### src/rtl/seq_multiplier_pkg.sv
// Shared types and sizing helpers for the iterative multiplier.
// Imported by the interface, datapath and top-level files.
package mult_pkg;

  typedef enum logic [1:0] {
    IDLE,
    BUSY,
    DONE
  } state_t;

  localparam int N_DEF = 8;
  localparam int CNT_W_DEF = $clog2(N_DEF);

  function automatic int cnt_width(input int n);
    return (n < 2) ? 1 : $clog2(n);
  endfunction

endpackage

### src/rtl/seq_multiplier_if.sv
// Valid/ready bundle between producer, multiplier and consumer.
// master drives operands and out_ready; slave is the multiplier.
interface seq_multiplier_if #(
  parameter int N = 8
);

  logic           in_valid;
  logic           in_ready;
  logic [N-1:0]   a;
  logic [N-1:0]   b;
  logic           is_signed;
  logic           out_valid;
  logic           out_ready;
  logic [2*N-1:0] p;
  logic           busy;

  modport master (
    output in_valid, a, b, is_signed, out_ready,
    input  in_ready, out_valid, p, busy
  );

  modport slave (
    input  in_valid, a, b, is_signed, out_ready,
    output in_ready, out_valid, p, busy
  );

endinterface

### src/rtl/seq_multiplier_ripple_adder.sv
// W-bit ripple-carry adder used as the single shift-add step adder.
// Carry-in exposed so callers can reuse it for increments.
module ripple_adder #(
  parameter int W = 8
) (
  input  logic [W-1:0] a,
  input  logic [W-1:0] b,
  input  logic         cin,
  output logic [W-1:0] sum,
  output logic         cout
);

  logic [W:0] c;

  assign c[0] = cin;

  for (genvar i = 0; i < W; i++) begin : g_fa
    assign sum[i]   = a[i] ^ b[i] ^ c[i];
    assign c[i+1]   = (a[i] & b[i]) | (c[i] & (a[i] ^ b[i]));
  end

  assign cout = c[W];

endmodule

### src/rtl/seq_multiplier.sv
// Iterative N x N -> 2N shift-add multiplier, signed or unsigned.
// Multiplies magnitudes, then negates the product when signs differ.
module seq_multiplier
  import mult_pkg::*;
#(
  parameter int N = 8
) (
  input logic              clk,
  input logic              rst_n,
  seq_multiplier_if.slave  bus
);

  localparam int CW = cnt_width(N);
  localparam logic [CW-1:0] LAST = CW'(N - 1);

  state_t         state;
  logic [N:0]     hi;
  logic [N-1:0]   lo;
  logic [N-1:0]   mcand;
  logic           neg;
  logic [CW-1:0]  cnt;

  logic           in_ready_q;
  logic           out_valid_q;
  logic           busy_q;
  logic [2*N-1:0] p_q;

  logic [N-1:0]   sum;
  logic           cout;
  logic [N:0]     acc;
  logic [N-1:0]   lo_nx;
  logic [2*N-1:0] prod;
  logic [N-1:0]   a_mag;
  logic [N-1:0]   b_mag;
  logic           neg_in;

  ripple_adder #(
    .W (N)
  ) u_add (
    .a    (hi[N-1:0]),
    .b    (mcand),
    .cin  (1'b0),
    .sum  (sum),
    .cout (cout)
  );

  // -2^(N-1) negates to 2^(N-1), which is exact as N-bit unsigned
  always_comb begin
    a_mag  = (bus.is_signed & bus.a[N-1]) ? -bus.a : bus.a;
    b_mag  = (bus.is_signed & bus.b[N-1]) ? -bus.b : bus.b;
    neg_in = bus.is_signed & (bus.a[N-1] ^ bus.b[N-1]);
  end

  always_comb begin
    acc   = lo[0] ? {cout, sum} : hi;
    lo_nx = {acc[0], lo[N-1:1]};
    prod  = {acc[N:1], lo_nx};
  end

  always_ff @(posedge clk) begin
    if (!rst_n) begin
      state       <= IDLE;
      hi          <= '0;
      lo          <= '0;
      mcand       <= '0;
      neg         <= 1'b0;
      cnt         <= '0;
      in_ready_q  <= 1'b1;
      out_valid_q <= 1'b0;
      busy_q      <= 1'b0;
      p_q         <= '0;
    end else begin
      unique case (state)
        IDLE: begin
          if (bus.in_valid) begin
            state      <= BUSY;
            mcand      <= a_mag;
            lo         <= b_mag;
            neg        <= neg_in;
            hi         <= '0;
            cnt        <= '0;
            in_ready_q <= 1'b0;
            busy_q     <= 1'b1;
          end
        end
        BUSY: begin
          hi  <= {1'b0, acc[N:1]};
          lo  <= lo_nx;
          cnt <= cnt + CW'(1);
          if (cnt == LAST) begin
            state       <= DONE;
            p_q         <= neg ? -prod : prod;
            out_valid_q <= 1'b1;
          end
        end
        DONE: begin
          if (bus.out_ready) begin
            state       <= IDLE;
            out_valid_q <= 1'b0;
            busy_q      <= 1'b0;
            in_ready_q  <= 1'b1;
          end
        end
        default: begin
          state <= IDLE;
        end
      endcase
    end
  end

  assign bus.in_ready  = in_ready_q;
  assign bus.out_valid = out_valid_q;
  assign bus.busy      = busy_q;
  assign bus.p         = p_q;

endmodule

### src/flat_wrapper.sv
// flat-port wrapper written by rule: the top's interface ports become plain ports
module seq_multiplier_flat import mult_pkg::*;
#(
  parameter int N = 8
)
  (clk, rst_n, bus_in_valid, bus_a, bus_b, bus_is_signed, bus_out_ready, bus_in_ready, bus_out_valid, bus_p, bus_busy);
  seq_multiplier_if #(.N(N)) bus_i ();
  input logic clk;
  input logic rst_n;
  input wire logic [$bits(bus_i.in_valid)-1:0] bus_in_valid;
  input wire logic [$bits(bus_i.a)-1:0] bus_a;
  input wire logic [$bits(bus_i.b)-1:0] bus_b;
  input wire logic [$bits(bus_i.is_signed)-1:0] bus_is_signed;
  input wire logic [$bits(bus_i.out_ready)-1:0] bus_out_ready;
  output wire logic [$bits(bus_i.in_ready)-1:0] bus_in_ready;
  output wire logic [$bits(bus_i.out_valid)-1:0] bus_out_valid;
  output wire logic [$bits(bus_i.p)-1:0] bus_p;
  output wire logic [$bits(bus_i.busy)-1:0] bus_busy;
  assign bus_i.in_valid = bus_in_valid;
  assign bus_i.a = bus_a;
  assign bus_i.b = bus_b;
  assign bus_i.is_signed = bus_is_signed;
  assign bus_i.out_ready = bus_out_ready;
  assign bus_in_ready = bus_i.in_ready;
  assign bus_out_valid = bus_i.out_valid;
  assign bus_p = bus_i.p;
  assign bus_busy = bus_i.busy;
  seq_multiplier #(.N(N)) u_core (.clk(clk), .rst_n(rst_n), .bus(bus_i));
endmodule
### config.mk
export PLATFORM = sky130hd
export DESIGN_NAME = seq_multiplier_flat
export DESIGN_NICKNAME = d
export VERILOG_FILES = /design/src/rtl/seq_multiplier_pkg.sv /design/src/rtl/seq_multiplier_if.sv /design/src/rtl/seq_multiplier_ripple_adder.sv /design/src/rtl/seq_multiplier.sv /design/src/flat_wrapper.sv
export SDC_FILE = /design/constraint.sdc
export NUM_CORES = 1
export LEC_CHECK = 0
export CELL_PAD_IN_SITES_DETAIL_PLACEMENT = 2
export CELL_PAD_IN_SITES_GLOBAL_PLACEMENT = 2
export CORE_UTILIZATION = 33
export CTS_CLUSTER_DIAMETER = 50
export CTS_CLUSTER_SIZE = 24
export DETAILED_ROUTE_END_ITERATION = 16
export HOLD_SLACK_MARGIN = 0.15
export PLACE_DENSITY = 0.85
export SETUP_SLACK_MARGIN = 0.5
export SYNTH_ARGS = -nofsm -noshare
export SYNTH_HDL_FRONTEND = slang
export SYNTH_HIERARCHICAL = 1
export SYNTH_SLANG_ARGS = --single-unit
### constraint.sdc
create_clock -name clk -period 5 [get_ports clk]
set_clock_uncertainty 0.15 [all_clocks]
set_input_delay 1.5 -clock clk [delete_from_list [all_inputs] [get_ports clk]]
set_output_delay 1.5 -clock clk [all_outputs]
set_load 0.01 [all_outputs]
Yosys cells after proc, flatten, opt, wreduce, memory -nomap -nowiden
Cells that the tools add are included.
{"block": "word_totals", "reg_bits": 50, "input_bits": 21, "output_inout_bits": 19, "wordCells": 93}
{"block": "classes", "add_sub_neg": 4, "eq_ne": 6, "muxes": 22, "bitwise_logic": 41, "n_reduce_logical": 10}
{"operator": "2-to-1 mux 8 bit", "count": 3}
{"operator": "bitwise AND 1 bit", "count": 18}
{"operator": "2-to-1 mux 9 bit", "count": 2}
{"operator": "case mux 9 bit (2 select lines)", "count": 1}
{"operator": "2-to-1 mux 16 bit", "count": 1}
{"operator": "negation 16 bit", "count": 1}
{"operator": "negation 8 bit", "count": 2}
{"operator": "case mux 8 bit (2 select lines)", "count": 1}
{"operator": "XOR 1 bit", "count": 16}
{"operator": "AND reduction 3 bit", "count": 3}
{"operator": "OR 1 bit", "count": 7}
{"operator": "2-to-1 mux 2 bit", "count": 3}
{"operator": "case mux 1 bit (2 select lines)", "count": 3}
{"operator": "case mux 2 bit (3 select lines)", "count": 1}
{"operator": "case mux 3 bit (2 select lines)", "count": 1}
{"operator": "AND reduction 2 bit", "count": 3}
{"operator": "nonzero test 2 bit", "count": 3}
{"operator": "2-to-1 mux 1 bit", "count": 5}
{"operator": "!= test 2 bit, second input constant", "count": 2}
{"operator": "adder 3 x 1 -> 3 bit, second input constant", "count": 1}
{"operator": "== test 3 bit, second input constant", "count": 1}
{"operator": "2-to-1 mux 3 bit", "count": 1}
{"operator": "== test 2 x 1 -> 1 bit, second input constant", "count": 1}
{"operator": "== test 2 bit, second input constant", "count": 1}
{"operator": "2 further kinds", "count": 2}

Depth between registers and ports, before layout
Gate-level depths: netlist of run 1.
{"block": "logic_depth", "depth_word": 18, "depth_mapped": 17, "mapped_depth_nobuf": 17}

By module
The synthesis of run 1 kept the hierarchy.
{"mod": "seq_multiplier", "instances": 1, "cells_each": 319, "area_each_um2": 2622.5}
{"mod": "ripple_adder", "instances": 1, "cells_each": 18, "area_each_um2": 197.7}

Worst setup path after synthesis of run 1
OpenSTA, ideal clock, no wires.
{"block": "synth_timing", "path_kind": "flip-flop to flip-flop", "start": "register u_core.hi[0]", "end": "register u_core.p_q[14], in the netlist u_core/bus.p[14]", "setup_ps": 115, "arrival_time_ps": 3894, "required_time_ps": 4735, "setup_slack_ps": 841, "stages_incl_launch_ff": 17, "path_cell_list": "dfxtp_1 fa_1 inv_1 fa_1 inv_1 fa_1 fa_1 fa_1 fa_1 fa_1 inv_1 fa_1 inv_1 mux2_2 o211ai_1 o21a_1 o21a_1"}
{"block": "synth_between", "elab_chain_cells": 17, "elab_cells_between_ends": 24}
{"element": "start, declared", "line_no": "seq_multiplier.sv:17", "rtl": "logic [N:0] hi;"}
{"element": "start signal, assigned", "line_no": "seq_multiplier.sv:87", "rtl": "hi <= {1'b0, acc[N:1]};"}
{"element": "bitwise AND 1 bit * (2 in a row)", "line_no": "seq_multiplier_ripple_adder.sv:19", "rtl": "assign c[i+1] = (a[i] & b[i]) | (c[i] & (a[i] ^ b[i]));"}
{"element": "OR 1 bit *", "line_no": "seq_multiplier_ripple_adder.sv:19"}
{"element": "bitwise AND 1 bit *", "line_no": "seq_multiplier_ripple_adder.sv:19"}
{"element": "OR 1 bit *", "line_no": "seq_multiplier_ripple_adder.sv:19"}
{"element": "bitwise AND 1 bit *", "line_no": "seq_multiplier_ripple_adder.sv:19"}
{"element": "OR 1 bit *", "line_no": "seq_multiplier_ripple_adder.sv:19"}
{"element": "bitwise AND 1 bit *", "line_no": "seq_multiplier_ripple_adder.sv:19"}
{"element": "OR 1 bit *", "line_no": "seq_multiplier_ripple_adder.sv:19"}
{"element": "bitwise AND 1 bit *", "line_no": "seq_multiplier_ripple_adder.sv:19"}
{"element": "OR 1 bit *", "line_no": "seq_multiplier_ripple_adder.sv:19"}
{"element": "bitwise AND 1 bit *", "line_no": "seq_multiplier_ripple_adder.sv:19"}
{"element": "OR 1 bit *", "line_no": "seq_multiplier_ripple_adder.sv:19"}
{"element": "XOR 1 bit *", "line_no": "seq_multiplier_ripple_adder.sv:18", "rtl": "assign sum[i] = a[i] ^ b[i] ^ c[i];"}
{"element": "via u_core.sum[7]", "line_no": "seq_multiplier.sv:28", "rtl": "logic [N-1:0] sum;"}
{"element": "2-to-1 mux 9 bit *", "line_no": "seq_multiplier.sv:55", "rtl": "acc = lo[0] ? {cout, sum} : hi;"}
{"element": "negation 16 bit", "line_no": "seq_multiplier.sv:92", "rtl": "p_q <= neg ? -prod : prod;"}
{"element": "2-to-1 mux 16 bit *", "line_no": "seq_multiplier.sv:92"}
{"element": "end signal, assigned", "line_no": "seq_multiplier.sv:92"}
{"element": "end, declared", "line_no": "seq_multiplier.sv:26", "rtl": "logic [2*N-1:0] p_q;"}
The timed path passes the listed nets; every way through them passes the cells marked *.
A chain may end at the register's enable or synchronous reset.

Final worst setup path of run 1
Same ends and word-level chain as after synthesis.

==> key figures, run 1 <==
Clock tree
  • Clock Latency Late Sink: 0.30 ns
  • Root buffer cell: clkbuf_8
  • TritonCTS Buffers: 5
  • Clock transition at path regs: 0.09 ns
  • # H-tree levels: 2
  • Clock sinks: 49
  • Hold_buf cts: 0
  • Post-CTS Setup Bufs: 0
  • TritonCTS clock tree: built
  • Longest Clk Path Bufs: 2

Global route
  • Vias in the first global route: 2,692
  • Largest net degree at the start of global routing: 26
  • First-pass GRT wire length: 13,600 um
  • Initial antenna violation count: 0
  • Gr usage total: 0.197
  • Gr ovfl total: 0

STA
  • Max Transition Viols Final: 0
  • Final setup TNS: 0 ns
  • Relative slew slack: 0.410
  • Hold slack final: 0.314 ns
  • Tcrit/Tclk final: 0.870
  • Post-route minimum period: 4.35 ns
  • Worst-margin pin slew: 0.883 ns
  • Finish-stage setup viols: 0
  • Endpoints failing hold: 0
  • Maximum clock frequency: 230 MHz
  • RSZ-0062 raised after global routing: no

Critical path
  • Reg2reg end: u_core/bus.p[14]$_SDFFE_PN0P_
  • Top delay family on crit path: adder cells
  • Cell breakdown of the critical path: fa_1, inv_1, fa_1, inv_1, fa_1, fa_2, fa_2, fa_2, fa_1, inv_1, fa_1, inv_1, mux2_4, o211ai_1, o21a_1, o21a_1
  • WP buf/inv: 4
  • Startpoint Class: flip-flop
  • Slowest cell on the critical path: fa_1
  • Crit-path max cell delay: 0.41 ns
  • WP data required: 5.05 ns
  • Critical Path AT: 4.40 ns
  • Reg2Reg Depth: 16
  • Reg-to-reg slack, setup: 0.65 ns
  • RR Startpoint: u_core/hi[0]$_SDFFE_PN0P_
  • Setup CP Type: reg -> reg
  • Setup crit end kind: flip-flop
  • Crit path top cell by count: fa_1
  • Setup crit start: u_core/hi[0]$_SDFFE_PN0P_
  • Worst-path fanout max: 5

Pwr
  • Pleak: 0.00124 uW
  • Power Density: 249 mW/mm^2
  • VDD IR max: 109 uV

Min path
  • Worst Hold Path EP: u_core/bus.p[0]$_SDFFE_PN0P_
  • Worst Hold Class: reg -> reg
  • Hold path startpoint: u_core/bus.p[0]$_SDFFE_PN0P_
  • Hold depth: 2

Logic synthesis
  • Cells after synthesis: 337
  • Synthesized flop and latch total: 49
  • Distinct cells, synth: 52
  • Syn_area_per_cell: 8.37 sq um
  • Share of flip-flops with an asynchronous set or reset: 0
  • Post-synthesis sequential area ratio: 0.348
  • Area of the mapped netlist: 0.00282 sq mm
  • Yosys Warn Count: 6
  • Ys flop type: dfxtp_1
  • EDFF count, synth: 0
  • Synth Net Count: 371

Placed design
  • GPL Wtd Cong: 0.784
  • Placed wire-length estimate: 6310 um
  • PortBufs: 39

Flow run
  • Count of max-cap constraint violations: 0

Routing
  • Final Routed Wirelength: 8330 um
  • DRT iter0 DRCs: 62
  • DR vias: 2,598
  • Vias per cell: 5.47
  • Number of remaining DRC errors: 0
  • WL/cell: 17.5 um
  • Drt first pass iters: 5
  • Antenna viol nets, final: 0

Floorplanning
  • Full die area: 0.00892 sq mm
  • Ports: 40
  • Die X: 94.4 um
  • # rows: 33
  • DIE HEIGHT: 94.4 um
  • Initial Utilization: 0.342
  • CORE AREA: 0.00826 sq mm

Final layout
  • Antenna diode count: 0
  • Syn-to-layout area delta: 19.9%
  • Nets: 403
  • # fillers: 935
  • Layout cells sized above 1: 0.0784

Outcome
  • Status: complete, no violations
worst register-to-register path: cells and delay by family (launching register included):
kind / cells / cell delay [ns]
AOI/OAI and AO/OA: 3 / 0.45
adders and majority gates: 8 / 2.82
buffers and inverters: 4 / 0.30
DFF: 1 / 0.35
muxes: 1 / 0.17
final cells by class:
class | instances | area [sq um] | area share
multi-input cells | 247 | 1670 | 0.494
flip-flops and latches | 49 | 982 | 0.290
repair buffers | 44 | 428 | 0.127
well taps | 105 | 131 | 0.0388
inverters | 22 | 82.6 | 0.0244
clock buffers | 5 | 68.8 | 0.0203
clock inverters | 3 | 17.5 | 0.00518
sequential cells by signal, summed over array words and instances (netlist names):
register	count
u_core/bus.in_ready	1
u_core/mcand	8
u_core/hi	8
u_core/neg	1
u_core/lo	8
u_core/bus.busy	1
u_core/bus.p	16
u_core/cnt	3
u_core/bus.out_valid	1
u_core/state	2
cell families after synthesis:
group / share of synthesized area
AO/OA/AOI/OAI: 0.213
XOR/XNOR: 0.0621
adder cells (fa/ha/maj): 0.0790
buffers and inverters: 0.0634
flip-flops: 0.348
multiplexers: 0.0492
other: 0.00133
AND/OR/NAND/NOR: 0.184
synth_stat cells, types with 3 or more instances:
master	count	share of area
clkbuf_1	10	0.013
a31oi_1	3	0.0067
nor3b_1	3	0.0080
nand3_1	10	0.018
ha_1	5	0.022
nor2_1	54	0.072
mux2_2	7	0.028
inv_1	21	0.028
a22oi_1	9	0.024
buf_2	5	0.0089
a21oi_1	20	0.035
a222oi_1	6	0.021
a211oi_1	12	0.032
nor3_1	13	0.023
o21ai_0	14	0.025
nand2_1	21	0.028
xor2_1	13	0.040
fa_1	8	0.057
dfxtp_1	49	0.35
xnor2_1	7	0.022
mux2i_1	6	0.021
repair_timing:
item / CTS / global route
endpoints found under the setup margin: 1 / 2
cloned: 0 / 0
gates resized for setup: 1 / 4
pin swaps: 0 / 0
endpoints found under the hold margin: 0 / 0
stage by stage:
step	util	cells	instance area, sq um	setup slack (ns)	power (uW)
2_1_floorplan	-	337	2820	0.841	547
3_3_place_gp	0.398	467	3280	0.675	603
3_5_place_dp	0.398	467	3280	0.509	612
4_1_cts	0.408	475	3370	0.518	851
5_1_grt	0.410	475	3380	0.484	886
6_report	0.410	475	3380	0.649	844
layer usage:
| metal | vias to the layer above | track usage | routed length (um) |
|---|---|---|---|
| met5 | - | 0 | 0 |
| met4 | 0 | 0.0410 | 91 |
| met3 | 8 | 0.0274 | 227 |
| met2 | 53 | 0.343 | 4020 |
| met1 | 1281 | 0.258 | 3990 |
| li1 | 1256 | - | - |
worst max path at each step:
stage / end / slack [ns] / cells after the start
2_1_floorplan: u_core/bus.p[14]$_SDFFE_PN0P_ / 0.84 / 16
3_3_place_gp: u_core/bus.p[14]$_SDFFE_PN0P_ / 0.67 / 16
3_5_place_dp: u_core/bus.p[14]$_SDFFE_PN0P_ / 0.51 / 16
4_1_cts: u_core/bus.p[14]$_SDFFE_PN0P_ / 0.52 / 16
5_1_grt: u_core/bus.p[14]$_SDFFE_PN0P_ / 0.48 / 16
6_report: u_core/bus.p[14]$_SDFFE_PN0P_ / 0.65 / 16
report_power, final:
group / leakage (uW) / switching, uW / internal [uW]
logic: 0.000793 / 98.5 / 75.9
registers: 0.000400 / 26.8 / 405
clock network: 0.0000439 / 140 / 97.0
total: 0.00124 / 266 / 578
cells in the final DEF, fill, tap and decap left out, types with 3 or more instances in the layout:
cell type        synthesis  final
xnor2_1                  7      7
inv_1                   21     21
a21oi_1                 20     20
fa_1                     8      5
clkdlybuf4s50_1          0     39
dfxtp_1                 49     48
o21ai_0                 14     14
nand3_1                 10     10
nor3b_1                  3      3
nand2_1                 21     21
a31oi_1                  3      3
a211oi_1                12     12
clkbuf_8                 0      5
a22oi_1                  9      9
a222oi_1                 6      6
buf_4                    1      5
mux2_2                   7      6
nor3_1                  13     13
fa_2                     0      3
mux2i_1                  6      6
ha_1                     5      5
nor2_1                  54     54
xor2_1                  13     13
(Power assumes the default switching activity.)
==> run 2, diff against run 1 <==
Settings changed: CORE_MARGIN set to 5.
==> run 2 against run 1 <==
Register-to-register slack improved by 0.02 ns. Non-clock buffer count fell by 1. Sequential share of layout area fell by 0.16 points. Clock power rose by 18%. Final area rose by 0.55%.
==> key figures, run 2 (synthesized netlist as in run 1, its figures left out) <==
Clock tree
  • Longest Clk Path Bufs: 2 (unchanged)
  • Root buffer cell: clkbuf_8
  • # H-tree levels: 2 (unchanged)
  • Clock Latency Late Sink: 0.31 ns (about the same)
  • Clock sinks: 49 (unchanged)
  • Hold_buf cts: 0 (unchanged)
  • Post-CTS Setup Bufs: 0 (unchanged)
  • TritonCTS Buffers: 5 (unchanged)
  • Clock transition at path regs: 0.09 ns (about the same)
  • TritonCTS clock tree: built

Critical path
  • Setup CP Type: reg -> reg
  • Worst-path fanout max: 5 (unchanged)
  • Setup crit end kind: flip-flop
  • Critical Path AT: 4.39 ns (about the same)
  • WP data required: 5.05 ns (about the same)
  • Startpoint Class: flip-flop

Outcome
  • Status: complete, no violations

Floorplanning
  • # rows: 33 (unchanged)
  • CORE AREA: 0.00826 sq mm (unchanged)
  • Ports: 40 (unchanged)
  • DIE HEIGHT: 102 um (+8.5%)
  • Full die area: 0.0105 sq mm (+18%)
  • Initial Utilization: 0.342 (unchanged)
  • Die X: 102 um (+8.5%)

Global route
  • Gr usage total: 0.174 (-0.0233)
  • First-pass GRT wire length: 14,200 um (+4.6%)
  • Gr ovfl total: 0 (unchanged)
  • Initial antenna violation count: 0 (unchanged)
  • Largest net degree at the start of global routing: 34 (+31%)
  • Vias in the first global route: 2,765 (+2.7%)

Pwr
  • Total Power: 884 uW (+4.7%)
  • Seq pwr share: 0.489 (-0.023)
  • Comb pwr share: 0.196 (-0.011)
  • Switch Pwr: 257 uW (-3.3%)
  • Sw frac: 0.291 (-0.0242)
  • Power Density: 260 mW/mm^2 (+4.2%)
  • Clock share of power: 0.315 (+0.034)
  • Pleak: 0.00124 uW (+0.38%)
  • VDD IR max: 104 uV (-4.8%)
  • Int Pwr: 627 uW (+8.4%)

Final layout
  • Antenna diode count: 0 (unchanged)
  • Layout Cells excl Fill: 473 (-0.42%)
  • Nets: 402 (-0.25%)
  • Commonest non-fill, non-tap cell in the layout: nor2_1
  • Syn-to-layout area delta: 20.6%
  • Storage cell area: 982 sq um (unchanged)
  • Area occupied by multi-input gates: 0.00168 sq mm (+0.52%)
  • Commonest non-fill, non-tap cells in the layout: 54 x nor2_1, 48 x dfxtp_1, 39 x clkdlybuf4s50_1
  • Number of flip-flops in the largest register: 16 (unchanged)
  • # fillers: 967 (+3.4%)
  • Layout cells sized above 1: 0.0870 (+0.00858)

STA
  • Tcrit/Tclk final: 0.867 (-0.00330)
  • Post-route worst setup slack: 0.665 ns (+0.0165 ns)
  • Endpoints failing hold: 0 (unchanged)
  • Finish-stage setup viols: 0 (unchanged)
  • Relative slew slack: 0.403 (-0.00740)
  • Max Transition Viols Final: 0 (unchanged)
  • Hold slack final: 0.311 ns (-0.00315 ns)
  • Worst-margin pin slew: 0.894 ns (+0.0111 ns)
  • RSZ-0062 raised after global routing: no
  • Maximum clock frequency: 231 MHz (+0.38%)
  • Post-route minimum period: 4.33 ns (-0.0165 ns)
  • Final setup TNS: 0 ns (unchanged)

Routing
  • Antenna viol nets, final: 0 (unchanged)
  • WL/cell: 17.8 um (+1.4%)
  • DRT iter0 DRCs: 77 (+24%)
  • Drt first pass iters: 4 (-1)
  • DR vias: 2,592 (-0.23%)
  • Number of remaining DRC errors: 0 (unchanged)
  • Vias per cell: 5.48 (+0.19%)
  • Final Routed Wirelength: 8420 um (+1.0%)

Placed design
  • Pre-CTS WS: 0.508 ns (-0.000737 ns)
  • GPL Wtd Cong: 0.843 (+7.5%)
  • Placed wire-length estimate: 6420 um (+1.7%)
  • Placed Cells: 466 (-0.21%)
  • PortBufs: 39 (unchanged)

Min path
  • Worst Hold Class: reg -> reg

Flow run
  • Count of max-cap constraint violations: 0 (unchanged)
-- run 2: power groups by stage --
stage | Combinational (uW) | Clock [uW] | Sequential, uW
after floorplan | 119 | 0 | 428
after global placement | 163 | 0 | 439
after detailed placement | 170 | 0 | 440
after CTS | 174 | 285 | 432
after global routing | 192 | 301 | 435
final | 173 | 279 | 432
-- run 2: worst paths after layout --
path	start	endpoint	slack [ns]	cells past startpoint
max	u_core/hi[0]$_SDFFE_PN0P_	u_core/bus.p[14]$_SDFFE_PN0P_	0.67	16
min	u_core/bus.p[0]$_SDFFE_PN0P_	u_core/bus.p[0]$_SDFFE_PN0P_	0.31	2
max reg2reg	u_core/hi[0]$_SDFFE_PN0P_	u_core/bus.p[14]$_SDFFE_PN0P_	0.67	16
min reg2reg	u_core/bus.p[0]$_SDFFE_PN0P_	u_core/bus.p[0]$_SDFFE_PN0P_	0.31	2
-- run 2: routing by layer --
layer / GRT usage / share of wire
met4: 0.0525 / 0.014
met1: 0.227 / 0.47
met2: 0.291 / 0.48
met5: 0 / 0
met3: 0.0328 / 0.037
-- run 2: cell type report --
| class | count | share of cell area |
|---|---|---|
| clock inverter | 2 | 0.0103 |
| tap | 105 | 0.0386 |
| timing repair buffer | 43 | 0.124 |
| inverter | 22 | 0.0243 |
| multi-input combinational | 247 | 0.494 |
| clock buffer | 5 | 0.0202 |
| sequential | 49 | 0.289 |
-- run 2: repair_timing --
item                       CTS  global route
setup endpoints to repair    2             2
hold endpoints to repair     0             0
resized for setup            3             7
pin swaps                    0             1
-- run 2: worst max-delay path: stages, from the launching register on --
cell	delay, ns
dfxtp_2	0.35
fa_1	0.43
inv_2	0.07
fa_1	0.16
inv_1	0.05
fa_2	0.35
fa_2	0.36
fa_2	0.35
fa_1	0.40
fa_2	0.35
inv_2	0.07
fa_1	0.44
inv_2	0.09
mux2_4	0.18
o211ai_1	0.09
o21a_1	0.16
o21a_1	0.18
-- run 2: metrics by stage --
step                       util  instance area, sq um
after floorplan               -                  2820
after global placement    0.397                  3280
after detailed placement  0.397                  3280
after CTS                 0.411                  3390
after global routing      0.412                  3400
final                     0.412                  3400
==> patch, RTL diff (settings of run 2) <==
The 3 states of `state_t` get a one-hot encoding in 3 bits.
--- a/src/rtl/seq_multiplier_pkg.sv
+++ b/src/rtl/seq_multiplier_pkg.sv
@@ -3,8 +3,8 @@
 package mult_pkg;
 
-  typedef enum logic [1:0] {
-    IDLE,
-    BUSY,
-    DONE
+  typedef enum logic [2:0] {
+    IDLE = 3'b001,
+    BUSY = 3'b010,
+    DONE = 3'b100
   } state_t;
 
Function: no difference found for any inputs over 4 cycles, from zero or initial values and one cycle with rst_n low; so few cycles prove little.
==> patch against run 2 <==
Total power down 4.4%; hold slack better by 7.3 ps; global-route usage down 1.5 points; setup slack worse by 20 ps; via count up 7.2%; critical path type unchanged; final area up 2.2%; sequential cell count up 1; synthesized area up 2.6%; routed wire length up 3.5%; maximum frequency down 0.46%.
==> patch: results (changes against run 2) <==
| Metric | Value |
|---|---|
| Num CTS Buffers | `5 (unchanged)` |
| DP Wirelength | `6480 µm (+0.90%)` |
| Clk_lat worst skew | `310 ps (about the same)` |
| Gp weighted congestion | `0.781 (-7.3%)` |
| Nets | `430 (+7.0%)` |
| Crit Path Class | `register to register` |
| WL/cell | `17.3 µm (-3.0%)` |
| Status | `finished clean` |
| Actual slew at the worst max-slew pin | `868 ps (-26.9 ps)` |
| Yosys warns | `6 (unchanged)` |
| Ys async rst share | `0% (unchanged)` |
| Critical Path AT | `4420 ps (+30 ps)` |
| Port Buffers | `39 (unchanged)` |
| Vias in the first global route | `2968 (+7.3%)` |
| Hold_sp | `u_core/bus.p[0]$_SDFFE_PN0P_` |
| Cells on worst reg2reg path | `16 (unchanged)` |
| CTS clk-pin slew, worst paths | `100 ps` |
| Synth cell count leaders | `50 x dfxtp_1, 40 x nor2_1, 39 x nand2_1` |
| Net count after synthesis | `403 (+8.6%)` |
| Critical Path Max Stage Delay | `420 ps (-20 ps)` |
| Unique masters post-synth | `48 (-7.7%)` |
| Initial drt markers | `114 (+48%)` |
| FF-to-FF Start | `u_core/hi[0]$_SDFFE_PN0P_` |
| P_leak | `1.25 nW (+1.0%)` |
| Antenna diodes | `0 (unchanged)` |
| Register area share after synthesis | `34.6% (-0.18 points)` |
| Max FFs per register | `16 (unchanged)` |
| Worst vdd ir | `92.1 µV (-11%)` |
| Largest net degree at the start of global routing | `43 (+26%)` |
| Top cells by area, synth | `dfxtp_1 35%, a21oi_1 6.2%, fa_1 5.5%, nor2_1 5.2%, nand2_1 5.1%` |
| Fill cells | `1037 (+7.2%)` |
| Cell Area, Placed | `3360 µm² (+2.7%)` |
| Seq. cell area | `1000 µm² (+2.0%)` |
| First-pass GRT wire length | `14500 µm (+2.0%)` |
| Share of layout cells above drive strength 1 | `7.56% (-1.1 points)` |
| Worst-path fanout max | `5 (unchanged)` |
| Vias | `2779 (+7.2%)` |
| Global-route usage over all layers | `15.9% (-1.5 points)` |
| CP top delay family | `adder cells` |
| Slowest-stage cell, CP | `fa_1` |
==> patch: path summary, 6_finish.rpt <==
check | to | slack, ps
setup / recovery | u_core/bus.p[14]$_SDFFE_PN0P_ | 650
hold / removal | u_core/bus.p[0]$_SDFFE_PN0P_ | 320
setup reg to reg | u_core/bus.p[14]$_SDFFE_PN0P_ | 650
hold reg to reg | u_core/bus.p[0]$_SDFFE_PN0P_ | 320
==> patch: cell type report <==
class	instances	area share (%)
multi-input combinational	276	50.4
tap	108	3.89
inverter	20	2.16
timing repair buffer	43	12.1
clock buffer	7	2.48
clock inverter	1	0.144
sequential	50	28.8
==> patch: per-stage QoR <==
stage               std cells  hold slack [ps]  setup slack [ps]
finish                    505              318               645
CTS                       505              323               553
floorplan                 369              286               727
global placement          497              291               535
detailed placement        497              309               326
global route              505              355               503
==> patch: worst register-to-register path: stages (launching register included) <==
cell and delay (ps):
dfxtp_2 350, fa_2 400, inv_2 80, fa_1 160, inv_1 50, fa_1 370, fa_2 350, fa_2 350
fa_2 350, fa_1 370, inv_1 90, fa_1 420, inv_2 90, mux2i_2 100, a2111oi_2 320, nor2_1 90
o32ai_1 140
==> patch: logic make-up (layout without fill, tap and decap cells) <==
family	after synthesis	in the layout	synth area share [%]
other	1	1	0.130
buffers and inverters	43	71	5.71
muxes	10	10	3.72
adders and majority gates	13	13	7.70
DFF	50	50	34.6
and+or+nand+nor	141	141	22.8
AOI/OAI and AO/OA	95	95	20.5
xor gates and xnor gates	16	16	4.84
==> patch: where the power goes <==
part | leakage, nW | internal [W] | switching, W | total [W]
logic | 0.799 | 0.0000679 | 0.0000902 | 0.000158
clock network | 0.0482 | 0.000112 | 0.000139 | 0.000251
registers | 0.407 | 0.000412 | 0.0000236 | 0.000435
total | 1.25 | 0.000592 | 0.000253 | 0.000844
==> patch: what timing repair did <==
item                       in CTS  in global routing
resized for setup               9                  2
pin swaps                       3                  3
setup endpoints to repair       1                  1
hold buffers                    0                  0
==> patch: layer usage <==
metal | up-vias | share of wire (%) | global-route usage (%)
li1 | 1354 | - | -
met1 | 1378 | 47 | 20.7
met2 | 41 | 49 | 27.2
met3 | 6 | 2.6 | 2.49
met4 | 0 | 1.1 | 3.94
met5 | - | 0 | 0
